--- src/rtl/fft_stage_sequencer.sv ---
// fft_stage_sequencer
//   Address and control sequencer for an in-place radix-2 DIT FFT built from
//   two ping-pong complex RAM banks, one butterfly unit and a twiddle ROM.
//   A start request walks all LOG2_N stages, issuing one butterfly per cycle.
//   Each stage is followed by a drain gap of BFU_LATENCY cycles, so the next
//   stage never reads a location that is still in flight.
//
// Ports
//   clk            system clock, rising edge
//   rst            synchronous reset, active high
//   start_i        start request, sampled only in IDLE
//   busy_o         high from the cycle after start is accepted through DONE
//   done_o         one-cycle pulse after the final write-back
//   rd_addr_a_o    butterfly upper-leg read address
//   rd_addr_b_o    butterfly lower-leg read address
//   rd_valid_o     read addresses valid this cycle
//   twiddle_idx_o  twiddle ROM index, aligned with the read addresses
//   wr_addr_a_o    write-back address, leg A
//   wr_addr_b_o    write-back address, leg B
//   wr_en_o        write strobe for the destination bank
//   memsel_o       0: read bank0 / write bank1, 1: read bank1 / write bank0
//   stage_o        current stage index
//   result_bank_o  bank holding the final result
//
// state | meaning
// ------+-----------------------------------------------------------
// IDLE  | waiting for start_i
// RUN   | issuing butterflies k = 0 .. N/2-1 of the current stage
// DRAIN | BFU_LATENCY cycles with no reads; pending writes land here
// DONE  | one-cycle completion pulse, then back to IDLE

module fft_stage_sequencer #(
    parameter int LOG2_N      = 10,
    parameter int BFU_LATENCY = 2
) (
    input  logic                       clk,
    input  logic                       rst,
    input  logic                       start_i,
    output logic                       busy_o,
    output logic                       done_o,
    output logic [LOG2_N-1:0]          rd_addr_a_o,
    output logic [LOG2_N-1:0]          rd_addr_b_o,
    output logic                       rd_valid_o,
    output logic [LOG2_N-2:0]          twiddle_idx_o,
    output logic [LOG2_N-1:0]          wr_addr_a_o,
    output logic [LOG2_N-1:0]          wr_addr_b_o,
    output logic                       wr_en_o,
    output logic                       memsel_o,
    output logic [$clog2(LOG2_N)-1:0]  stage_o,
    output logic                       result_bank_o
);

    localparam int KW = LOG2_N - 1;
    localparam int SW = $clog2(LOG2_N);
    localparam int DW = (BFU_LATENCY < 2) ? 1 : $clog2(BFU_LATENCY);

    localparam logic [1:0] ST_IDLE  = 2'd0;
    localparam logic [1:0] ST_RUN   = 2'd1;
    localparam logic [1:0] ST_DRAIN = 2'd2;
    localparam logic [1:0] ST_DONE  = 2'd3;

    localparam logic [LOG2_N-1:0] ONE_N     = LOG2_N'(1);
    localparam logic [KW-1:0]     ONE_K     = KW'(1);
    localparam logic [SW-1:0]     ONE_S     = SW'(1);
    localparam logic [DW-1:0]     ONE_D     = DW'(1);
    localparam logic [SW-1:0]     LAST_STG  = SW'(LOG2_N - 1);
    localparam logic [DW-1:0]     DRAIN_TOP = DW'(BFU_LATENCY - 1);

    logic [1:0]     state;
    logic [KW-1:0]  k;
    logic [SW-1:0]  stage;
    logic           memsel;
    logic [DW-1:0]  drain_cnt;

    always_ff @(posedge clk) begin
        if (rst) begin
            state     <= ST_IDLE;
            k         <= '0;
            stage     <= '0;
            memsel    <= 1'b0;
            drain_cnt <= '0;
        end else begin
            case (state)
                ST_IDLE: begin
                    if (start_i) begin
                        state  <= ST_RUN;
                        k      <= '0;
                        stage  <= '0;
                        memsel <= 1'b0;
                    end
                end
                ST_RUN: begin
                    // k is all ones on the last butterfly of the stage
                    if (&k) begin
                        k         <= '0;
                        drain_cnt <= DRAIN_TOP;
                        state     <= ST_DRAIN;
                    end else begin
                        k <= k + ONE_K;
                    end
                end
                ST_DRAIN: begin
                    if (drain_cnt == '0) begin
                        if (stage == LAST_STG) begin
                            state <= ST_DONE;
                        end else begin
                            stage  <= stage + ONE_S;
                            memsel <= ~memsel;
                            state  <= ST_RUN;
                        end
                    end else begin
                        drain_cnt <= drain_cnt - ONE_D;
                    end
                end
                ST_DONE: begin
                    state <= ST_IDLE;
                end
                default: begin
                    state <= ST_IDLE;
                end
            endcase
        end
    end

    logic              running;
    logic [LOG2_N-1:0] k_ext;
    logic [LOG2_N-1:0] half;
    logic [LOG2_N-1:0] low_bits;
    logic [LOG2_N-1:0] addr_a;
    logic [LOG2_N-1:0] addr_b;
    logic [KW-1:0]     twiddle;

    // Insert a zero at bit position 'stage' of k to get the upper leg;
    // the lower leg is the same index with that bit set.
    always_comb begin
        running  = (state == ST_RUN);
        k_ext    = {1'b0, k};
        half     = ONE_N << stage;
        low_bits = k_ext & (half - ONE_N);
        addr_a   = (((k_ext >> stage) << 1) << stage) | low_bits;
        addr_b   = addr_a | half;
        // low_bits < 2^stage <= N/2, so its top bit is always zero
        twiddle  = low_bits[KW-1:0] << (KW - stage);
    end

    assign rd_valid_o    = running;
    assign rd_addr_a_o   = running ? addr_a : '0;
    assign rd_addr_b_o   = running ? addr_b : '0;
    assign twiddle_idx_o = running ? twiddle : '0;

    // Write-back shift line: read strobe and addresses delayed BFU_LATENCY cycles
    logic [BFU_LATENCY-1:0] vld_sr;
    logic [LOG2_N-1:0]      a_sr [BFU_LATENCY];
    logic [LOG2_N-1:0]      b_sr [BFU_LATENCY];

    always_ff @(posedge clk) begin
        if (rst) begin
            vld_sr <= '0;
            for (int i = 0; i < BFU_LATENCY; i++) begin
                a_sr[i] <= '0;
                b_sr[i] <= '0;
            end
        end else begin
            vld_sr[0] <= rd_valid_o;
            a_sr[0]   <= rd_addr_a_o;
            b_sr[0]   <= rd_addr_b_o;
            for (int i = 1; i < BFU_LATENCY; i++) begin
                vld_sr[i] <= vld_sr[i-1];
                a_sr[i]   <= a_sr[i-1];
                b_sr[i]   <= b_sr[i-1];
            end
        end
    end

    assign wr_en_o     = vld_sr[BFU_LATENCY-1];
    assign wr_addr_a_o = a_sr[BFU_LATENCY-1];
    assign wr_addr_b_o = b_sr[BFU_LATENCY-1];

    assign busy_o        = (state != ST_IDLE);
    assign done_o        = (state == ST_DONE);
    assign memsel_o      = memsel;
    assign stage_o       = stage;
    // Each stage flips the bank, so an odd stage count ends in bank 1
    assign result_bank_o = ((LOG2_N % 2) == 1);

endmodule

--- config.mk ---
export PLATFORM = sky130hd
export DESIGN_NAME = fft_stage_sequencer
export DESIGN_NICKNAME = d
export VERILOG_FILES = /design/src/rtl/fft_stage_sequencer.sv
export SDC_FILE = /design/constraint.sdc
export NUM_CORES = 1
export LEC_CHECK = 0
export CAP_MARGIN = 0
export CORE_MARGIN = 3
export CORE_UTILIZATION = 57
export CTS_CLUSTER_DIAMETER = 120
export CTS_CLUSTER_SIZE = 30
export DETAILED_ROUTE_END_ITERATION = 8
export HOLD_SLACK_MARGIN = 0.12
export PLACE_DENSITY = 0.85
export SLEW_MARGIN = 25
export SYNTH_ARGS = -nofsm -noshare
export SYNTH_HDL_FRONTEND = slang
export SYNTH_SLANG_ARGS = --single-unit
--- constraint.sdc ---
create_clock -name clk -period 9.9 [get_ports clk]
set_clock_uncertainty 0.15 [all_clocks]
set_input_delay 1.98 -clock clk [delete_from_list [all_inputs] [get_ports clk]]
set_output_delay 1.98 -clock clk [all_outputs]
set_load 0.02 [all_outputs]
==> flow_summary.yaml <==
status:
  status: "finished, final reports clean"
pwr:
  power_density_nw_per_um2: 123.5
  p_leak_nw: 1.460
  vdd_drop_max_v: 0.00009169
setup_path:
  worst-path-max-fanout: 24
  startpoint_type: "flop"
  cp.arrival_ps: 4690
  cpPeakStageDelay_ps: 900
  r2r_end: "b_sr[0][4]"
  crit_required_ps: 7770
  rrSetupSlack_ps: 6150
  end_kind: "output pin"
  r2r-start: "stage_o[1]"
  criticalPathCategory: "reg2out"
  crit_chain: "inv_1 -> ha_1 -> or3b_1 -> ha_1 -> nand2b_1 -> mux2_2 -> o21ai_2 -> a221oi_1 -> a2111oi_2 -> clkdlybuf4s50_1"
  crit_path_frequent_cell: "ha_1"
  slowest_stage: "dfxtp_1"
  reg2reg_depth: 9
layout:
  nets: 455
  layout_common_cells: "nor2_1 (61), clkdlybuf4s50_1 (60), dfxtp_1 (58)"
  syn_to_final_growth_pct: 17.75
  n_fill_cell: 448
  fin_util_pct: 71.95
  layout_commonest_cell: "nor2_1"
  design_area_um2: 4108
  diodes: 0
  regArea_um2: 1182
  multi_input_area_um2: 1951
  drive_gt1_share_pct: 9.213
clocking:
  postCtsSetupBuffers: 0
  cts_tree: "yes"
  cts.repair.resized: 0
  cts_root_buf: "clkbuf_8"
  cts.clk_slew.worst_paths_ps: 80
  clock_path_buffers: 2
  cts.sinks: 59
  cts_buffers: 9
  hold_buffers: 0
  htree_levels: 3
  clk_latency_ps: 340
placement:
  hpwl_mm: 6.322
  portBuffers: 60
  dpl_cell_area_um2: 3882
  routabilityCongestion: 0.9876
timing:
  tightestPinTransition_ps: 882.8
  fin_crit_sh_pct: 68.87
  fin_crit_ps: 6818
  rsz0062_at_grt: "no"
  fmax_mhz: 146.7
  relSlewSlack_pct: 41.07
  final_hold_viol_count: 0
  fin_tns_setup_ps: 0
  slew_viol_final: 0
  finalSetupViolCount: 0
global_routing:
  antenna_found_initial: 0
  groute.usage.overall_pct: 24.89
  grt_pass1_wl_mm: 14.37
  grt_start_max_net_pins: 35
  grt_pass1_vias: 2988
  grt_overflow_total: 0
detailed_routing:
  drt_iter0_markers: 239
  vias: 3169
  dr.pass1.iters: 5
  wl_per_cell_um: 17.23
  ant_nets: 0
  routed_via_density: 6.130
  route.final.wire_length_mm: 8.906
  drc: 0
die:
  die_h_um: 84.23
  die_w_um: 84.23
  dieArea_um2: 7095
  start_util_pct: 61.10
  num_io_pins: 62
  fp.coreArea_um2: 5709
  rows: 27
flow_run:
  max-cap-violations: 0
logic_synthesis:
  synth-seq-cells: 59
  yosysWarnings: 0
  synthCells: 422
  synthesis.nets: 437
  avgSynthCellArea_um2: 8.266
  ys_seq_area_share_pct: 33.86
  synthFlopType: "dfxtp_1"
  netlist_area_um2: 3488
  ys_types: 70
  async_flop_share_pct: 0
  synth_edf_count: 0
hold_path:
  hp-class: "reg2reg"
  whs_endpoint: "vld_sr[1]"
  whs_path_depth: 1
  hp-start: "vld_sr[0]"
## report_power, final
group,internal (W),switching [W]
Combinational,0.00000767,0.0000146
Sequential,0.000239,0.00000249
Clock,0.000143,0.000100
## stage by stage
step | setup slack [ps] | total power [W] | instances | hold slack [ps]
after floorplan | 4404 | 0.0002617 | 422 | 263.8
after global placement | 3268 | 0.0002684 | 501 | 268.4
after detailed placement | 3152 | 0.0002688 | 501 | 273.9
after CTS | 2759 | 0.0005082 | 517 | 291.6
after global routing | 2816 | 0.0005191 | 517 | 299.6
final | 3082 | 0.0005074 | 517 | 288.5
## critical path: cells and delay by family (launching register included)
kind / cells / cell delay (ps)
fa+ha+maj: 2 / 930
compound gates: 3 / 860
flops: 1 / 900
simple gates: 2 / 450
buf+inv: 2 / 920
mux: 1 / 290
## flip-flops by register name, indices dropped and copies added (netlist names)
| name | flops |
|---|---|
| state | 2 |
| stage_o | 4 |
| vld_sr | 2 |
| memsel_o | 1 |
| k | 9 |
| b_sr | 20 |
| a_sr | 20 |
| drain_cnt | 1 |
## cells in the mapped netlist (3+ instances only)
cell	count	area share, %
nor2_1	61	6.6
dfxtp_1	59	34
a21oi_1	28	4.0
nor2b_1	24	4.3
buf_4	21	4.5
nand2_1	20	2.2
clkbuf_1	19	2.0
buf_2	12	1.7
ha_1	12	4.3
nand2b_1	11	2.0
nor3_1	10	1.4
o21ai_0	10	1.4
inv_1	8	0.86
and2_1	6	1.1
mux2i_1	6	1.7
a22oi_1	5	1.1
a31oi_1	5	0.90
nand4_1	5	0.90
nor3b_1	5	1.1
o22ai_1	5	0.90
or3_1	5	0.90
xor2_1	5	1.3
a211oi_1	4	0.86
a2bb2oi_1	3	0.75
nand3_1	3	0.43
nor4_1	3	0.54
o21ai_1	3	0.43
o21bai_1	3	0.65
xnor2_1	3	0.75
## routing by layer
metal / wire [µm] / global-route usage (%)
met1: 3740 / 30.32
met2: 4108 / 41.54
met3: 746 / 5.103
met4: 311 / 12.57
met5: 0 / 0
## cell type report
cell class                 instances  share of cell area, %
clock buffer                       9                  3.016
clock inverter                     7                  2.437
inverter                          10                 0.9138
multi-input combinational        297                  47.49
sequential                        59                  28.78
tap                               72                  2.193
timing repair buffer              63                  15.17
## worst max-delay path by stage
stage	cells past startpoint	to	startpoint
floorplan	12	twiddle_idx_o[7]	stage_o[1]
global route	10	twiddle_idx_o[7]	stage_o[1]
finish	10	twiddle_idx_o[7]	stage_o[1]
detailed placement	10	twiddle_idx_o[7]	stage_o[0]
global placement	10	twiddle_idx_o[7]	stage_o[0]
CTS	10	twiddle_idx_o[7]	stage_o[0]
## cells by family (layout without fill, tap and decap cells)
family,Yosys count,after routing,synth area share [%]
flops,59,59,33.86
mux,11,11,4.304
other cells,1,1,0.1075
compound gates,96,96,19.51
buf+inv,66,89,10.22
xor+xnor,8,8,2.009
fa+ha+maj,12,12,4.304
simple gates,169,169,25.68
Note: power is estimated with default switching activity, not from simulation.
